<file path="src/rtl/arena_painter.sv">
// Full-screen arena renderer: walks the screen in raster order, one back-pressured pixel write per beat.
// Optional single-tile repaint is enabled with `define ARENA_TILE_REDRAW_EN.
module arena_painter #(
  parameter int unsigned SCREEN_W = 640,
  parameter int unsigned SCREEN_H = 480,
  parameter int unsigned BORDER   = 40,
  parameter int unsigned TILE     = 40,
  parameter int unsigned CW       = 8,
  parameter int unsigned XW       = 10,
  parameter int unsigned YW       = 9
) (
  input  logic            CLOCK_50,
  input  logic            reset,
  input  logic            start,
  input  logic [3*CW-1:0] wall_rgb,
  input  logic [3*CW-1:0] floor_rgb,
`ifdef ARENA_TILE_REDRAW_EN
  input  logic            tile_start,
  input  logic [4:0]      tile_col,
  input  logic [4:0]      tile_row,
`endif
  input  logic            pix_ready,
  output logic            pix_valid,
  output logic [XW-1:0]   pix_x,
  output logic [YW-1:0]   pix_y,
  output logic [3*CW-1:0] pix_rgb,
  output logic            busy,
  output logic            done
);

  localparam int unsigned RW = 3 * CW;

  localparam logic [XW-1:0] X_LAST  = XW'(SCREEN_W - 1);
  localparam logic [XW-1:0] X_BL    = XW'(BORDER);
  localparam logic [XW-1:0] X_BR    = XW'(SCREEN_W - BORDER);
  localparam logic [XW-1:0] XPH_END = XW'(TILE - 1);
  localparam logic [YW-1:0] Y_LAST  = YW'(SCREEN_H - 1);
  localparam logic [YW-1:0] Y_BL    = YW'(BORDER);
  localparam logic [YW-1:0] Y_BR    = YW'(SCREEN_H - BORDER);
  localparam logic [YW-1:0] YPH_END = YW'(TILE - 1);

  typedef enum logic [1:0] {
    S_IDLE,
    S_PAINT,
    S_FLUSH
  } state_t;

  state_t         state_q;
  logic           valid_q;
  logic           busy_q;
  logic           done_q;
  logic [XW-1:0]  x_q;
  logic [YW-1:0]  y_q;
  logic [RW-1:0]  rgb_q;
  logic [RW-1:0]  wall_q;
  logic [RW-1:0]  floor_q;

  // Tile index / phase of the pixel currently presented on pix_x/pix_y
  logic [XW-1:0]  cx_q;
  logic [XW-1:0]  px_q;
  logic [YW-1:0]  cy_q;
  logic [YW-1:0]  py_q;

  // Region bounds for the current pass (full screen or one tile)
  logic [XW-1:0]  x_lo_q;
  logic [XW-1:0]  x_hi_q;
  logic [YW-1:0]  y_hi_q;
  logic [XW-1:0]  cx0_q;

  logic [XW-1:0]  x_d;
  logic [YW-1:0]  y_d;
  logic [XW-1:0]  cx_d;
  logic [XW-1:0]  px_d;
  logic [YW-1:0]  cy_d;
  logic [YW-1:0]  py_d;
  logic [RW-1:0]  rgb_d;
  logic           line_end;
  logic           last_pix;

  logic           launch;
  logic           l_empty;
  logic [XW-1:0]  l_x;
  logic [YW-1:0]  l_y;
  logic [XW-1:0]  l_xhi;
  logic [YW-1:0]  l_yhi;
  logic [XW-1:0]  l_cx;
  logic [YW-1:0]  l_cy;
  logic [RW-1:0]  l_rgb;

`ifdef ARENA_TILE_REDRAW_EN
  logic [31:0]    t_xoff;
  logic [31:0]    t_yoff;
`endif

  function automatic logic [RW-1:0] paint(
    input logic [XW-1:0] x,
    input logic [YW-1:0] y,
    input logic          col_odd,
    input logic          row_odd,
    input logic [RW-1:0] wall_c,
    input logic [RW-1:0] floor_c
  );
    logic border;
    border = (x < X_BL) || (x >= X_BR) || (y < Y_BL) || (y >= Y_BR);
    if (border || (col_odd && row_odd)) begin
      return wall_c;
    end
    return floor_c;
  endfunction

  // Counters only start advancing once the raster enters the interior,
  // so index/phase equal (coord-BORDER)/TILE and (coord-BORDER) mod TILE there.
  always_comb begin
    line_end = (x_q == x_hi_q);
    last_pix = line_end && (y_q == y_hi_q);
    x_d  = x_q;
    y_d  = y_q;
    cx_d = cx_q;
    px_d = px_q;
    cy_d = cy_q;
    py_d = py_q;
    if (line_end) begin
      x_d  = x_lo_q;
      cx_d = cx0_q;
      px_d = '0;
      y_d  = y_q + 1'b1;
      if (y_q < Y_BL) begin
        cy_d = '0;
        py_d = '0;
      end else if (py_q == YPH_END) begin
        cy_d = cy_q + 1'b1;
        py_d = '0;
      end else begin
        py_d = py_q + 1'b1;
      end
    end else begin
      x_d = x_q + 1'b1;
      if (x_q < X_BL) begin
        cx_d = '0;
        px_d = '0;
      end else if (px_q == XPH_END) begin
        cx_d = cx_q + 1'b1;
        px_d = '0;
      end else begin
        px_d = px_q + 1'b1;
      end
    end
    rgb_d = paint(x_d, y_d, cx_d[0], cy_d[0], wall_q, floor_q);
  end

  always_comb begin
    launch  = start;
    l_empty = 1'b0;
    l_x     = '0;
    l_y     = '0;
    l_xhi   = X_LAST;
    l_yhi   = Y_LAST;
    l_cx    = '0;
    l_cy    = '0;
`ifdef ARENA_TILE_REDRAW_EN
    t_xoff = 32'(tile_col) * TILE;
    t_yoff = 32'(tile_row) * TILE;
    if (!start && tile_start) begin
      launch  = 1'b1;
      l_empty = (t_xoff >= SCREEN_W - 2 * BORDER) || (t_yoff >= SCREEN_H - 2 * BORDER);
      l_x     = XW'(BORDER + t_xoff);
      l_y     = YW'(BORDER + t_yoff);
      l_xhi   = XW'(BORDER + t_xoff + TILE - 1);
      l_yhi   = YW'(BORDER + t_yoff + TILE - 1);
      l_cx    = XW'(tile_col);
      l_cy    = YW'(tile_row);
    end
`endif
    l_rgb = paint(l_x, l_y, l_cx[0], l_cy[0], wall_rgb, floor_rgb);
  end

  always_ff @(posedge CLOCK_50 or posedge reset) begin
    if (reset) begin
      state_q <= S_IDLE;
      valid_q <= 1'b0;
      busy_q  <= 1'b0;
      done_q  <= 1'b0;
      x_q     <= '0;
      y_q     <= '0;
      rgb_q   <= '0;
      wall_q  <= '0;
      floor_q <= '0;
      cx_q    <= '0;
      px_q    <= '0;
      cy_q    <= '0;
      py_q    <= '0;
      x_lo_q  <= '0;
      x_hi_q  <= '0;
      y_hi_q  <= '0;
      cx0_q   <= '0;
    end else begin
      done_q <= 1'b0;
      unique case (state_q)
        S_IDLE: begin
          if (launch) begin
            wall_q  <= wall_rgb;
            floor_q <= floor_rgb;
            x_q     <= l_x;
            y_q     <= l_y;
            rgb_q   <= l_rgb;
            cx_q    <= l_cx;
            px_q    <= '0;
            cy_q    <= l_cy;
            py_q    <= '0;
            x_lo_q  <= l_x;
            x_hi_q  <= l_xhi;
            y_hi_q  <= l_yhi;
            cx0_q   <= l_cx;
            valid_q <= !l_empty;
            busy_q  <= 1'b1;
            state_q <= S_PAINT;
          end
        end
        S_PAINT: begin
          if (!valid_q) begin
            // Empty region: nothing to emit, finish straight away
            done_q  <= 1'b1;
            state_q <= S_FLUSH;
          end else if (pix_ready) begin
            if (last_pix) begin
              valid_q <= 1'b0;
              done_q  <= 1'b1;
              state_q <= S_FLUSH;
            end else begin
              x_q   <= x_d;
              y_q   <= y_d;
              cx_q  <= cx_d;
              px_q  <= px_d;
              cy_q  <= cy_d;
              py_q  <= py_d;
              rgb_q <= rgb_d;
            end
          end
        end
        S_FLUSH: begin
          busy_q  <= 1'b0;
          state_q <= S_IDLE;
        end
        default: begin
          valid_q <= 1'b0;
          busy_q  <= 1'b0;
          state_q <= S_IDLE;
        end
      endcase
    end
  end

  assign pix_valid = valid_q;
  assign pix_x     = x_q;
  assign pix_y     = y_q;
  assign pix_rgb   = rgb_q;
  assign busy      = busy_q;
  assign done      = done_q;

endmodule

</file>
<file path="config.mk">
export PLATFORM = sky130hd
export DESIGN_NAME = arena_painter
export DESIGN_NICKNAME = d
export VERILOG_FILES = /design/src/rtl/arena_painter.sv
export SDC_FILE = /design/constraint.sdc
export NUM_CORES = 1
export LEC_CHECK = 0
export CORE_MARGIN = 5
export CORE_UTILIZATION = 49
export CTS_CLUSTER_SIZE = 25
export DETAILED_ROUTE_END_ITERATION = 16
export GPL_TIMING_DRIVEN = 0
export HOLD_SLACK_MARGIN = 0.05
export PLACE_DENSITY = 0.77
export SETUP_SLACK_MARGIN = 0.02
export SLEW_MARGIN = 20
export SYNTH_ARGS = -nofsm -noshare
export SYNTH_HDL_FRONTEND = slang
export SYNTH_SLANG_ARGS = --single-unit
</file>
<file path="constraint.sdc">
create_clock -name CLOCK_50 -period 4.3 [get_ports CLOCK_50]
set_input_delay 1.075 -clock CLOCK_50 [delete_from_list [all_inputs] [get_ports CLOCK_50]]
set_output_delay 1.075 -clock CLOCK_50 [all_outputs]
set_load 0.02 [all_outputs]
</file>
# ---- Word-level counts from Yosys, hierarchy flattened
# Index checks and enable logic that the tools add are counted.
dict set report word_totals {
  regBits 135
  in_bits 52
  out_inout_bits 46
  word_cells 124
}
dict set report op_classes {
  n_addsub 6
  n_lt_le_gt_ge 6
  n_reduce_logical 16
  eq_ne 15
  n_bitwise 2
  n_mux 63
}
# op count
set op_table {}
lappend op_table {{10-bit 2-to-1 mux} 17}
lappend op_table {{9-bit 2-to-1 mux} 17}
lappend op_table {{24-bit 2-to-1 mux} 6}
lappend op_table {{10-bit one-hot mux with 2 select lines} 3}
lappend op_table {{9-bit one-hot mux with 2 select lines} 3}
lappend op_table {{24-bit one-hot mux with 2 select lines} 1}
lappend op_table {{10-bit by 1-bit adder with 10-bit output, second input constant} 3}
lappend op_table {{9-bit by 1-bit adder with 9-bit output, second input constant} 3}
lappend op_table {{10-bit by 6-bit less-than comparator with 1-bit output, second input constant} 2}
lappend op_table {{9-bit by 6-bit less-than comparator with 1-bit output, second input constant} 2}
lappend op_table {{6-bit AND reduction} 2}
lappend op_table {{10-bit == test} 1}
lappend op_table {{10-bit by 6-bit == test with 1-bit output, second input constant} 1}
lappend op_table {{10-bit greater-or-equal comparator, second input constant} 1}
lappend op_table {{2-bit != test, second input constant} 5}
lappend op_table {{9-bit by 6-bit == test with 1-bit output, second input constant} 1}
lappend op_table {{9-bit == test} 1}
lappend op_table {{9-bit greater-or-equal comparator, second input constant} 1}
lappend op_table {{1-bit 2-to-1 mux} 9}
lappend op_table {{3-bit != test, second input constant} 3}
lappend op_table {{2-bit 2-to-1 mux} 4}
lappend op_table {{7-bit AND reduction} 1}
lappend op_table {{2-bit AND reduction} 3}
lappend op_table {{5-bit AND reduction} 1}
lappend op_table {{other kinds (12)} 17}

# ---- Depth between registers and ports, before layout
# Gate-level depths: netlist of run 1.
dict set report depth {
  depth_word 13
  ltp_mapped 11
  depth_no_buf 9
}

# ---- Least setup slack after synthesis of run 1
# Ideal clock, no wire load.
dict set report synth_timing {
  path_kind {register to register}
  from {reg x_q[1] (netlist: pix_x[1])}
  to {reg rgb_q[0] (netlist: pix_rgb[0])}
  slack_ns 1.504
  stages_incl_launch_ff 12
  required_ns 4.173
  setup_time_ns 0.127
  period_less_slack_ns 2.796
  path_buffers 2
  arrival_ns 2.669
  path_cell_list {dfrtp_1 -> ha_1 -> clkbuf_1 -> and3_1 -> nand3_1 -> xor2_1 -> o31a_1 -> o311a_1 -> o211ai_4 -> buf_12 -> mux2i_1 -> o21ai_1}
}
dict set report synth_between {
  elab_chain_cells 13
  elab_cells_between_ends 26
  classes_between {add/sub (1); order compare (5); eq/ne (2); mux (11); reduce/logical (7)}
}
# item line
set synth_rtl {}
lappend synth_rtl {{start, declared} 52} ;# logic [XW-1:0] x_q;
lappend synth_rtl {{start signal, assigned} 203} ;# x_q <= l_x;
lappend synth_rtl {{10-bit by 1-bit adder with 10-bit output / 10-bit == test (equally long branches)} {137, 114}}
lappend synth_rtl {{10-bit 2-to-1 mux} 122} ;# if (line_end) begin
lappend synth_rtl {{10-bit by 6-bit less-than comparator with 1-bit output / 10-bit greater-or-equal comparator (equally long branches)} 104} ;# border = (x < X_BL) || (x >= X_BR) || (y < Y_BL) || (y >= Y_BR);
lappend synth_rtl {{1-bit logical OR (3 in series)} 104}
lappend synth_rtl {{1-bit logical OR} 105} ;# if (border || (col_odd && row_odd)) begin
lappend synth_rtl {{1-bit 2-to-1 mux} 105}
lappend synth_rtl {{24-bit 2-to-1 mux} 108} ;# return floor_c;
lappend synth_rtl {{24-bit 2-to-1 mux} 225} ;# if (last_pix) begin
lappend synth_rtl {{24-bit 2-to-1 mux} 224} ;# end else if (pix_ready) begin
lappend synth_rtl {{24-bit 2-to-1 mux} 220} ;# if (!valid_q) begin
lappend synth_rtl {{24-bit one-hot mux with 2 select lines} 198} ;# unique case (state_q)
lappend synth_rtl {{end signal, assigned} 205} ;# rgb_q <= l_rgb;
lappend synth_rtl {{end signal, assigned} 236} ;# rgb_q <= rgb_d;
lappend synth_rtl {{end, declared} 54} ;# logic [RW-1:0] rgb_q;
# Several ways; a longest one is shown, not always the timed one. The select of a mux whose other input is x is not followed.
# A chain may end at the register's enable or synchronous reset.

# ---- Worst setup path after layout of run 1
dict set report layout_timing {
  from {reg x_q[2] (netlist: pix_x[2])}
  to {reg rgb_q[13] (netlist: pix_rgb[13])}
}
# Same word-level chain as after synthesis.

==> impl_metrics.csv, run 1 <==
group,metric,value,unit
placement,port_buffers,97,
pwr,p_per_area,631,nW/um^2
sta,clock_skew,0.00916,ns
clock_network,path_clk_slew,0.06,ns
sta,final_hold_viol_count,0,
detailed_routing,vias,5285,
setup_path,cpPeakStageDelay,0.59,ns
die,chipHeight,122,microns
grt,grt_start_max_net_pins,68,
finish,final_area,7880,sq um
placement,postPlaceCellArea,7320,sq um
clock_network,clk_latency,0.42,ns
pwr,power.total,4.97,mW
finish,final_common_cell,"sky130_fd_sc_hd__dfrtp_1",
detailed_routing,drt_first_pass_iters,5,
detailed_routing,finalWirelength,17.0,mm
job,cap_viol_max_count,0,
outcome,outcome,"finished clean",
setup_path,critical_path_peak_fanout,10,
synthesis,syn-num-nets,658,
sta,period_share,81.6,%
sta,slew-limit-headroom,49.5,%
synthesis,syn_area_per_cell,10.1,sq um
clock_network,cts.sink_count,118,
clock_network,cts_buffers,17,
placement,globalplace.congestion,0.943,
grt,global_route.usage.total,23.6,%
sta,rsz0062_at_grt,"false",
finish,layout.cells.most_common_list,"sky130_fd_sc_hd__dfrtp_1 (118), sky130_fd_sc_hd__clkdlybuf4s50_1 (97), sky130_fd_sc_hd__o21ai_1 (53), sky130_fd_sc_hd__mux2_2 (48), sky130_fd_sc_hd__nor2_1 (42)",
setup_path,endpoint_kind,"flop",
finish,postLayoutCoreUtil,65.0,%
sta,fmaxAchievable,285,MHz
pwr,static-leakage-power,3.30,nW
setup_path,crit_buf_inv,3,
synthesis,mappedNetlistArea,6100,sq um
sta,max_slew.worst_pin.slew,0.758,ns
clock_network,cts.repair.resized,0,
finish,layout-area-overhead-vs-synth,29.0,%
grt,grt_pass1_wl,27.5,mm
placement,numPlacedInstances,868,
grt,antenna_found_initial,0,
die,ios,98,
clock_network,cts_setup_buffers,0,
detailed_routing,ant_nets,0,
synthesis,synth_enable_flop_cells,0,
detailed_routing,first_iter_violations,491,
sta,timing_max_transition_violations_final,0,
finish,num-nets-final,775,
finish,seq_area,2950,sq um
synthesis,synth_async_sr_flop_share,100,%
detailed_routing,vias_per_cell,5.87,
setup_path,critPathMostFrequentCell,"sky130_fd_sc_hd__clkbuf_1",
die,placeableCoreArea,12100,sq um
synthesis,yosysWarnings,0,
clock_network,htree_levels,4,
clock_network,tritoncts,"built",
setup_path,setup.reg_to_reg.worst_slack,0.79,ns
setup_path,setup.worst_path.class,"flop to flop",
pwr,max-vdd-ir-drop,0.473,mV
setup_path,timing.critical_path.required,4.63,ns
finish,num_antenna_cells,0,
die,die_width,122,microns
setup_path,cp_cell_sequence,"clkbuf_1 -> nor3_1 -> nand3_2 -> a221oi_1 -> nor2b_1 -> o22ai_2 -> buf_2 -> clkbuf_1 -> a22oi_1 -> o21ai_1",
synthesis,synth_seq_cells,118,
detailed_routing,detail_route.drc_violations,0,
finish,fill_cell_total_of_the_finished_layout,999,
clock_network,cts_root_buf,"sky130_fd_sc_hd__clkbuf_16",
setup_path,critical_path.startpoint_type,"flop",
die,floorplan.initialDensity,50.4,%
setup_path,timing.critical_path.slowest_stage_cell,"sky130_fd_sc_hd__a221oi_1",
synthesis,leading_register_cell_type_out_of_synthesis,"sky130_fd_sc_hd__dfrtp_1",
synthesis,synthesis.instances,602,
clock_network,post_cts_hold_buffer_count,0,
finish,multiInputGateArea,2920,sq um
die,die_area,14800,sq um
sta,final.min_clock_period,3.51,ns
detailed_routing,routedWlPerCell,18.8,microns
die,floorplan.rows,40,
finish,final_cells,900,
grt,grt_overflow,0,
synthesis,ys_types,65,
sta,number_of_setup_violations_in_the_final_report,0,
grt,first_global_vias,5419,
placement,dp.final_hpwl,11.7,mm
setup_path,cp_data_arrival_time,3.84,ns
clock_network,cts_max_path_buffers,2,
sta,setup_tns,0,ns
setup_path,critPathTopFamily,"compound AO/OA/AOI/OAI gates",
finish,final_layout_size_suffix_gt1_share,13.4,%
min_path,holdCritPathClass,"flop to flop",
synthesis,synth.yosys.seq_area_share,48.4,%
-- Yosys cell counts, drive strengths merged, types with 6 or more instances --
| cell type | n | area [sq um] |
|---|---|---|
| nand4 | 10 | 62.6 |
| a22oi | 24 | 180 |
| mux2i | 27 | 270 |
| inv | 11 | 41.3 |
| mux2 | 48 | 541 |
| nor2 | 42 | 158 |
| and3 | 14 | 87.6 |
| nand2b | 10 | 62.6 |
| o31ai | 8 | 60.1 |
| nor2b | 6 | 37.5 |
| nor3 | 6 | 30.0 |
| nand2 | 35 | 131 |
| nand3 | 20 | 118 |
| buf | 10 | 76.3 |
| o21ai | 79 | 395 |
| dfrtp | 118 | 2950 |
| clkbuf | 30 | 113 |
| a21oi | 39 | 195 |
-- logic make-up after synthesis --
| logic type | Yosys count | share of synthesized area [%] |
|---|---|---|
| AOI/OAI and AO/OA | 182 | 18.6 |
| buffers and inverters | 51 | 3.77 |
| and+or+nand+nor | 166 | 14.3 |
| xor gates and xnor gates | 6 | 0.861 |
| DFF | 118 | 48.4 |
| adders and majority gates | 4 | 0.820 |
| muxes | 75 | 13.3 |
-- final cells by class --
| class | count | area share [%] |
|---|---|---|
| buffer | 40 | 2.40 |
| tap | 168 | 2.67 |
| sequential | 118 | 37.5 |
| clock buffer | 17 | 5.40 |
| timing repair buffer | 98 | 12.7 |
| multi-input combinational | 433 | 37.1 |
| inverter | 11 | 0.588 |
| clock inverter | 15 | 1.67 |
-- path summary, 6_finish.rpt --
kind	startpoint	to	depth (start not counted)
setup / recovery	pix_x[2]$_DFFE_PP0P_	pix_rgb[13]$_DFFE_PP0P_	10
max in group asynchronous	reset	floor_q[18]$_DFFE_PP0P_	3
hold reg to reg	px_q[9]$_DFFE_PP0P_	px_q[9]$_DFFE_PP0P_	1
min in group asynchronous	reset	wall_q[5]$_DFFE_PP0P_	2
hold / removal	px_q[9]$_DFFE_PP0P_	px_q[9]$_DFFE_PP0P_	1
setup reg to reg	pix_x[2]$_DFFE_PP0P_	pix_rgb[13]$_DFFE_PP0P_	10
-- layer usage --
metal	GRT usage (%)	share of wire, %
met1	29.2	42
met2	39.3	50
met3	7.85	6.8
met4	7.56	1.2
met5	0	0
-- power by group --
part / switching (mW) / internal [mW] / leakage (nW) / total (mW)
logic: 1.05 / 0.824 / 1.56 / 1.87
clock network: 0.534 / 0.793 / 0.261 / 1.33
registers: 0.269 / 1.50 / 1.47 / 1.77
total: 1.85 / 3.12 / 3.30 / 4.97
-- per-stage QoR --
step	setup slack (ns)	hold WS, ns
2_1_floorplan	0.0959	0.449
3_3_place_gp	-1.49	0.461
3_5_place_dp	0.886	0.476
4_1_cts	0.855	0.492
5_1_grt	0.571	0.513
6_report	0.793	0.493
-- state kept, by name, indices dropped and copies added (netlist names), 2 cells and up --
register	count
py_q	9
wall_q	24
floor_q	24
pix_y	9
pix_x	10
state_q	2
pix_rgb	24
px_q	10
Note: power is estimated with default switching activity, not from simulation.
==> run 2: changes to the inputs <==
--- a/config.mk
+++ b/config.mk
@@ -6,12 +6,12 @@
 export NUM_CORES = 1
 export LEC_CHECK = 0
 export CORE_MARGIN = 5
-export CORE_UTILIZATION = 49
+export CORE_UTILIZATION = 50
 export CTS_CLUSTER_SIZE = 25
 export DETAILED_ROUTE_END_ITERATION = 16
 export GPL_TIMING_DRIVEN = 0
 export HOLD_SLACK_MARGIN = 0.05
-export PLACE_DENSITY = 0.77
+export PLACE_DENSITY = 0.75
 export SETUP_SLACK_MARGIN = 0.02
 export SLEW_MARGIN = 20
 export SYNTH_ARGS = -nofsm -noshare
==> constraint.sdc (replaced) <==
create_clock -name CLOCK_50 -period 3.7 [get_ports CLOCK_50]
set_input_delay 0.925 -clock CLOCK_50 [delete_from_list [all_inputs] [get_ports CLOCK_50]]
set_output_delay 0.925 -clock CLOCK_50 [all_outputs]
set_load 0.02 [all_outputs]
==> run 2 against run 1 <==
Against the previous run:
- clock skew decreased by 0.0013 ns
- final cell count decreased by 2.1%
- total power increased by 18%
- critical path type unchanged
- critical endpoint is now pix_rgb[14]$_DFFE_PP0P_
- largest cell class unchanged
- highest routed layer unchanged
==> impl_metrics.csv, run 2 (synthesis results as in run 1) <==
group,metric,value,unit
finish,layout.cells.most_common_list,"sky130_fd_sc_hd__dfrtp_1 (118), sky130_fd_sc_hd__clkdlybuf4s50_1 (97), sky130_fd_sc_hd__o21ai_1 (53), sky130_fd_sc_hd__mux2_2 (48), sky130_fd_sc_hd__nor2_1 (42)",
detailed_routing,ant_nets,0,
placement,port_buffers,97,
clock_network,tritoncts,"built",
setup_path,path_depth,9,
finish,final_area,7920,sq um
clock_network,post_cts_hold_buffer_count,0,
clock_network,path_clk_slew,0.05,ns
detailed_routing,vias,5282,
grt,antenna_found_initial,0,
setup_path,timing.critical_path.slowest_stage_cell,"sky130_fd_sc_hd__a221oi_1",
die,floorplan.rows,40,
clock_network,cts.sink_count,118,
setup_path,setup.reg_to_reg.worst_slack,0.30,ns
finish,final_layout_size_suffix_gt1_share,12.9,%
sta,slew-limit-headroom,52.9,%
grt,grt_start_max_net_pins,36,
finish,num-nets-final,777,
die,floorplan.initialDensity,50.8,%
min_path,holdCritPathClass,"flop to flop",
grt,first_global_vias,5512,
setup_path,worstRegToRegCells,9,
clock_network,clk_latency,0.41,ns
sta,rsz0062_at_grt,"false",
job,cap_viol_max_count,0,
finish,seq_area,2950,sq um
placement,globalplace.congestion,0.905,
detailed_routing,finalWirelength,16.4,mm
clock_network,cts_setup_buffers,0,
setup_path,rr_startpoint,"x_hi_q[0]$_DFFE_PP0P_",
grt,global_route.usage.total,23.5,%
setup_path,rr_endpoint,"pix_rgb[14]$_DFFE_PP0P_",
sta,final_hold_viol_count,0,
sta,setup_tns,0,ns
die,chipHeight,120,microns
detailed_routing,vias_per_cell,6.00,
die,ios,98,
outcome,outcome,"finished clean",
setup_path,cp_cell_sequence,"nor4_1 -> nand3_2 -> a221oi_1 -> nor2b_1 -> o22ai_2 -> buf_2 -> clkbuf_1 -> a22oi_1 -> o21ai_1",
sta,timing_max_transition_violations_final,0,
min_path,hold_path_end,"busy$_DFFE_PP0P_",
placement,numPlacedInstances,849,
setup_path,critPathTopFamily,"compound AO/OA/AOI/OAI gates",
setup_path,setup.worst_path.class,"flop to flop",
placement,post-place-ws,0.337,ns
clock_network,cts.repair.resized,0,
setup_path,critical_path_peak_fanout,10,
setup_path,cpPeakStageDelay,0.59,ns
detailed_routing,detail_route.drc_violations,0,
min_path,hold-path-cell-count,1,
clock_network,cts_max_path_buffers,2,
clock_network,cts_root_buf,"sky130_fd_sc_hd__clkbuf_16",
detailed_routing,routedWlPerCell,18.6,microns
die,die_area,14500,sq um
finish,final_cells,881,
detailed_routing,drt_first_pass_iters,5,
die,placeableCoreArea,12000,sq um
setup_path,timing.critical_path.required,4.03,ns
finish,layout-area-overhead-vs-synth,29.8,%
placement,dp.final_hpwl,11.8,mm
placement,postPlaceCellArea,7320,sq um
sta,worst_slack,0.301,ns
setup_path,endpoint_kind,"flop",
pwr,p_per_area,740,nW/um^2
sta,final.min_clock_period,3.40,ns
sta,max_slew.worst_pin.slew,0.704,ns
sta,period_share,91.9,%
pwr,static-leakage-power,3.34,nW
pwr,max-vdd-ir-drop,0.538,mV
sta,final.hold.worst_slack,0.487,ns
finish,fill_cell_total_of_the_finished_layout,987,
sta,fmaxAchievable,294,MHz
setup_path,crit_buf_inv,2,
setup_path,critical_path.startpoint_type,"flop",
finish,final_common_cell,"sky130_fd_sc_hd__dfrtp_1",
sta,number_of_setup_violations_in_the_final_report,0,
pwr,power.total,5.86,mW
die,die_width,120,microns
grt,grt_pass1_wl,27.3,mm
finish,multiInputGateArea,2920,sq um
min_path,beginning_of_the_worst_hold_path,"busy$_DFFE_PP0P_",
detailed_routing,first_iter_violations,588,
finish,postLayoutCoreUtil,65.9,%
setup_path,cp_data_arrival_time,3.73,ns
clock_network,cts_buffers,17,
grt,grt_overflow,0,
clock_network,htree_levels,4,
sta,clock_skew,0.00782,ns
finish,num_antenna_cells,0,
[run 2: area by class of cell]
cell class	count	area share, %
flip-flops and latches	118	37.3
plain buffers	40	2.39
clock buffers	22	5.61
well taps	147	2.32
multi-input cells	433	36.9
repair buffers	100	13.0
clock inverters	10	1.94
inverters	11	0.569
[run 2: worst register-to-register path, delay by kind of cell, from the launching register on]
family	cells	cell delay, ns
DFF	1	0.46
buffers and inverters	2	0.87
and+or+nand+nor	3	0.87
AOI/OAI and AO/OA	4	1.12
[run 2: routing by layer]
metal | vias to the layer above | part of all wire, % | global-route usage (%)
li1 | 2453 | - | -
met1 | 2597 | 42 | 28.7
met2 | 198 | 49 | 38.8
met3 | 34 | 7.3 | 7.67
met4 | 0 | 2.0 | 8.64
met5 | - | 0 | 0
[run 2: how the worst max path moves through the flow]
stage,start,to,slack (ns)
floorplan,pix_x[1]$_DFFE_PP0P_,pix_rgb[0]$_DFFE_PP0P_,0.90
global placement,reset,py_q[4]$_DFFE_PP0P_,0.24
detailed placement,pix_x[2]$_DFFE_PP0P_,pix_rgb[14]$_DFFE_PP0P_,0.34
CTS,pix_x[2]$_DFFE_PP0P_,pix_rgb[14]$_DFFE_PP0P_,0.33
global route,pix_x[2]$_DFFE_PP0P_,pix_rgb[0]$_DFFE_PP0P_,0.06
finish,x_hi_q[0]$_DFFE_PP0P_,pix_rgb[14]$_DFFE_PP0P_,0.30
[run 2: report_power, final]
| part | internal (mW) | switching, mW |
|---|---|---|
| Clock | 1.12 | 0.563 |
| Combinational | 0.959 | 1.17 |
| Sequential | 1.75 | 0.302 |
| Total | 3.82 | 2.04 |
==> run 3: changes to the inputs <==
--- a/config.mk
+++ b/config.mk
@@ -9,9 +9,9 @@
 export CORE_UTILIZATION = 50
 export CTS_CLUSTER_SIZE = 25
 export DETAILED_ROUTE_END_ITERATION = 16
+export DONT_BUFFER_PORTS = 1
 export GPL_TIMING_DRIVEN = 0
 export HOLD_SLACK_MARGIN = 0.05
-export PLACE_DENSITY = 0.75
 export SETUP_SLACK_MARGIN = 0.02
 export SLEW_MARGIN = 20
 export SYNTH_ARGS = -nofsm -noshare
==> run 3 against run 2 <==
Against the previous run:
- first-iteration DRC count decreased by 37%
- clock skew increased by 0.0072 ns
- flip-flop and latch count unchanged
- largest power group is now registers
==> impl_metrics.csv, run 3 (synthesis results as in run 1) <==
group,metric,value,unit
outcome,outcome,"finished clean",
grt,global_route.usage.total,23.1,%
setup_path,worstRegToRegCells,10,
clock_network,htree_levels,4,
detailed_routing,ant_nets,0,
clock_network,cts.sink_count,118,
pwr,static-leakage-power,2.94,nW
placement,post-place-ws,0.177,ns
sta,timing_max_transition_violations_final,0,
die,die_width,120,microns
die,chipHeight,120,microns
grt,grt_pass1_wl,26.3,mm
sta,max_slew.worst_pin.slew,0.705,ns
sta,setup_tns,0,ns
clock_network,path_clk_slew,0.05,ns
placement,numPlacedInstances,752,
finish,layout.cells.most_common_list,"sky130_fd_sc_hd__dfrtp_1 (118), sky130_fd_sc_hd__o21ai_1 (53), sky130_fd_sc_hd__mux2_2 (48), sky130_fd_sc_hd__nor2_1 (42), sky130_fd_sc_hd__a21oi_1 (39)",
finish,layout-area-overhead-vs-synth,13.4,%
pwr,p_per_area,775,nW/um^2
sta,final.hold.worst_slack,0.423,ns
grt,first_global_vias,5046,
detailed_routing,routedWlPerCell,20.2,microns
die,floorplan.initialDensity,50.8,%
finish,num-nets-final,680,
sta,clock_skew,0.0150,ns
die,floorplan.rows,40,
sta,number_of_setup_violations_in_the_final_report,0,
detailed_routing,first_iter_violations,369,
pwr,max-vdd-ir-drop,0.463,mV
die,placeableCoreArea,12000,sq um
detailed_routing,vias,4875,
sta,period_share,89.0,%
sta,final_hold_viol_count,0,
placement,postPlaceCellArea,6350,sq um
sta,fmaxAchievable,304,MHz
sta,worst_slack,0.405,ns
min_path,holdCritPathClass,"input pin to async pin",
setup_path,setup.worst_path.class,"flop to flop",
sta,final.min_clock_period,3.29,ns
setup_path,critical_path_peak_fanout,10,
setup_path,critical_path.startpoint_type,"flop",
finish,final_common_cell,"sky130_fd_sc_hd__dfrtp_1",
pwr,power.total,5.37,mW
grt,antenna_found_initial,1,
detailed_routing,drt_first_pass_iters,5,
sta,rsz0062_at_grt,"false",
finish,final_cells,784,
clock_network,tritoncts,"built",
clock_network,cts_root_buf,"sky130_fd_sc_hd__clkbuf_16",
sta,slew-limit-headroom,53.0,%
placement,port_buffers,0,
setup_path,endpoint_kind,"flop",
clock_network,cts_setup_buffers,0,
detailed_routing,vias_per_cell,6.22,
placement,globalplace.congestion,0.883,
clock_network,cts_max_path_buffers,2,
finish,postLayoutCoreUtil,57.7,%
detailed_routing,detail_route.drc_violations,0,
clock_network,clk_latency,0.42,ns
finish,final_layout_size_suffix_gt1_share,15.4,%
placement,dp.final_hpwl,11.3,mm
clock_network,cts_buffers,17,
job,cap_viol_max_count,0,
setup_path,timing.critical_path.required,4.04,ns
finish,num_antenna_cells,0,
setup_path,setup.reg_to_reg.worst_slack,0.41,ns
setup_path,cp_data_arrival_time,3.64,ns
finish,final_area,6930,sq um
die,ios,98,
die,die_area,14500,sq um
detailed_routing,finalWirelength,15.8,mm
grt,grt_start_max_net_pins,34,
grt,grt_overflow,0,
## run 3: cell type report
type | count | area, sq um
Sequential cell | 118 | 2950
Tap cell | 147 | 184
Buffer | 40 | 190
Timing Repair Buffer | 3 | 60.1
Multi-Input combinational cell | 433 | 2930
Inverter | 11 | 45.0
Clock inverter | 7 | 70.1
Fill cell | 1035 | 5090
Clock buffer | 25 | 495
## run 3: layer usage
metal / share of wire [%] / track usage, % / up-vias
li1: - / - / 2277
met1: 39 / 26.7 / 2377
met4: 2.3 / 8.78 / 2
met2: 50 / 37.8 / 186
met5: 0.076 / 0 / -
met3: 8.9 / 10.2 / 33
## run 3: final timing paths
| path | from | to |
|---|---|---|
| setup / recovery | pix_x[2]$_DFFE_PP0P_ | pix_rgb[2]$_DFFE_PP0P_ |
| hold / removal | reset | floor_q[2]$_DFFE_PP0P_ |
| setup reg to reg | pix_x[2]$_DFFE_PP0P_ | pix_rgb[2]$_DFFE_PP0P_ |
| hold reg to reg | px_q[9]$_DFFE_PP0P_ | px_q[9]$_DFFE_PP0P_ |
| max in group asynchronous | reset | floor_q[16]$_DFFE_PP0P_ |
| min in group CLOCK_50 | px_q[9]$_DFFE_PP0P_ | px_q[9]$_DFFE_PP0P_ |
## run 3: what timing repair did
action	4_1_cts	5_1_grt
resized for setup	0	3
setup endpoints to repair	0	20
hold buffers	0	0
## run 3: report_power, final
| group | internal [mW] | total, mW | switching (mW) |
|---|---|---|---|
| sequential | 1.74 | 2.26 | 0.522 |
| clock | 0.991 | 1.57 | 0.580 |
| combinational | 0.655 | 1.54 | 0.882 |
## run 3: worst max-delay path, cell delays in order (launching register included)
cell and delay [ns]:
sky130_fd_sc_hd__dfrtp_1 0.47, sky130_fd_sc_hd__clkbuf_1 0.24, sky130_fd_sc_hd__nor3_1 0.35, sky130_fd_sc_hd__nand3_2 0.26, sky130_fd_sc_hd__a221oi_2 0.43, sky130_fd_sc_hd__nor2b_1 0.11, sky130_fd_sc_hd__o22ai_2 0.30, sky130_fd_sc_hd__buf_2 0.36
sky130_fd_sc_hd__clkbuf_1 0.44, sky130_fd_sc_hd__a22oi_1 0.14, sky130_fd_sc_hd__o21ai_1 0.11
==> RTL change (settings of run 1) <==
Build with the macro `ARENA_TILE_REDRAW_EN` defined.
--- a/src/rtl/arena_painter.sv
+++ b/src/rtl/arena_painter.sv
@@ -1,5 +1,7 @@
 // Full-screen arena renderer: walks the screen in raster order, one back-pressured pixel write per beat.
 // Optional single-tile repaint is enabled with `define ARENA_TILE_REDRAW_EN.
+`define ARENA_TILE_REDRAW_EN
+
 module arena_painter #(
   parameter int unsigned SCREEN_W = 640,
   parameter int unsigned SCREEN_H = 480,
Ports: changed (added tile_col, tile_row and tile_start); port bits go from 98 to 109. The function was not compared with the original's and may differ.
==> RTL change against run 1 <==
Routed wire length increased by 55%; combinational power increased by 120%; sequential cell count increased by 21; count of clock-buffer cells in the layout increased by 2; synthesized area increased by 36%; cell area increased by 34%; core utilization decreased by 1.5 points; die area increased by 33%; setup slack got worse by 0.70 ns; power increased by 57%; clock power increased by 9.8%; largest cell class is now multi-input gates.
==> RTL change: results (changes against run 1) <==
average vias per placed instance: 6.01 (+2.4%)
First-pass DRT Iterations: 6 (+1)
clock root buffer: clkbuf_16
first-pass GRT wire length: 42,200 um (+53%)
layout cell share with drive strength beyond 1: 13.1% (-0.32 points)
placed insts: 1,277 (+47%)
via count: 7,899 (+49%)
Synth Instances: 945 (+57%)
Slew HR: 28.4% (-21 points)
I/O Buffers: 108 (+11%)
CP Max Fanout: 5 (-5)
outcome: finished clean
leakage power: 0.00440 uW (+33%)
Worst EP arrival: 4.51 ns (+0.67 ns)
Pint: 4190 uW (+34%)
Mapped Nets: 1,032 (+57%)
Top FF cell, synth: dfrtp_1
Post-synth top cells: nand2_1 (168), dfrtp_1 (139), nor2_1 (82)
number of global-route vias before repair: 7,865 (+45%)
Global Route Usage Sum: 26.6% (+3.0 points)
Clk Latency, worst-skew pair: 0.44 ns (+0.02 ns)
CP Capture Point: pix_rgb[14]
initial antenna violation count: 0 (unchanged)
largest net degree at the start of global routing: 33 (-51%)
Final Hold Fails: 0 (unchanged)
total wire length: 26,400 um (+55%)
post-detail-place hpwl: 18,500 um (+58%)
FF-to-FF End: pix_rgb[2]
largest cells by area after synthesis: dfrtp_1 (42%), nand2_1 (7.6%), o21ai_0 (4.2%)
crit path from: tile_col[3]
DR iter-0 viols: 737 (+50%)
Final Skew: 0.0161 ns (+0.00696 ns)
fillers: 1,379 (+38%)
R2R Setup Slk: 0.77 ns (-0.02 ns)
IR drop worst, VDD: 0.466 mV (-1.4%)
Final nets: 1,168 (+51%)
reg2reg start: pix_x[1]
sequential fraction of the synthesis area: 41.8% (-6.6 points)
GP Congestion: 0.959 (+1.7%)
## RTL change: changes by cell type in the layout (fill, tap and decap cells not counted), sizes merged, moves of 22 or more
cell,change
a221oi,+22
a22oi,-23
buf,+25
inv,+30
mux2,-24
mux2i,-25
nand2,+133
nor2,+40
o22ai,+22
xnor2,+35
## RTL change: logic make-up (layout without fill, tap and decap cells)
| family | count (synthesis) | after routing | synth area share [%] |
|---|---|---|---|
| mux | 26 | 26 | 3.49 |
| compound gates | 228 | 228 | 19.6 |
| simple gates | 376 | 376 | 20.7 |
| fa+ha+maj | 24 | 24 | 3.79 |
| buf+inv | 104 | 253 | 5.58 |
| flops | 139 | 139 | 41.8 |
| xor+xnor | 48 | 48 | 5.05 |
## RTL change: through the flow
stage               total power [uW]  setup WS (ns)  TNS (ns)  area [um2]
floorplan                       4770        -0.0237    -0.366        8330
global placement                6080          -1.07    -23.60        9680
detailed placement              6200          -1.16    -25.39        9780
CTS                             7740         0.0263         0       10500
global route                    8230       -0.00659  -0.00659       10600
finish                          7800         0.0915         0       10600
## RTL change: worst min-delay path by stage
stage,depth (start not counted),slack [ns],from,to
floorplan,2,0.45,floor_q[13],floor_q[13]
global placement,2,0.46,wall_q[22],wall_q[22]
detailed placement,2,0.47,floor_q[0],floor_q[0]
CTS,2,0.49,floor_q[0],floor_q[0]
global route,2,0.51,floor_q[0],floor_q[0]
finish,2,0.48,floor_q[0],floor_q[0]
## RTL change: per-layer routing
layer / vias up / share of wire, % / global-route usage [%] / wire [um]
met5: - / 0 / 0 / 0
met2: 390 / 46 / 42.2 / 12300
met3: 70 / 7.5 / 5.04 / 1990
met4: 0 / 3.2 / 10.7 / 846
li1: 3623 / - / - / -
met1: 3816 / 43 / 36.1 / 11300
## RTL change: repair_timing
action,CTS,global route
gates cloned,1,0
setup endpoints to repair,24,19
gates resized for setup,33,14
buffers inserted,4,0
pin swaps,12,4
## RTL change: critical path, cell delays in order
cell           delay, ns
dlygate4sd2_1       0.27
ha_4                0.28
ha_4                0.13
fa_2                0.48
nand2_2             0.11
nor3_2              0.05
or3_4               0.38
a2111o_1            0.48
a21oi_4             0.19
buf_12              0.14
bufbuf_16           0.26
mux2_2              0.33
a221oi_2            0.22
o22ai_1             0.11
## RTL change: final cells by class
class,count,share of cell area [%]
multi-input combinational,702,42.8
clock buffer,19,4.19
inverter,39,1.42
tap,220,2.60
clock inverter,13,1.27
sequential,139,32.9
timing repair buffer,117,11.7
buffer,65,3.16
## RTL change: power by group through the flow
| stage | Combinational (uW) | Clock [uW] | Sequential (uW) |
|---|---|---|---|
| after CTS | 4070 | 1470 | 2200 |
| after global placement | 3890 | 0 | 2200 |
| after global routing | 4430 | 1540 | 2260 |
| after floorplan | 2400 | 0 | 2370 |
| after detailed placement | 3990 | 0 | 2220 |
| final | 4130 | 1460 | 2210 |
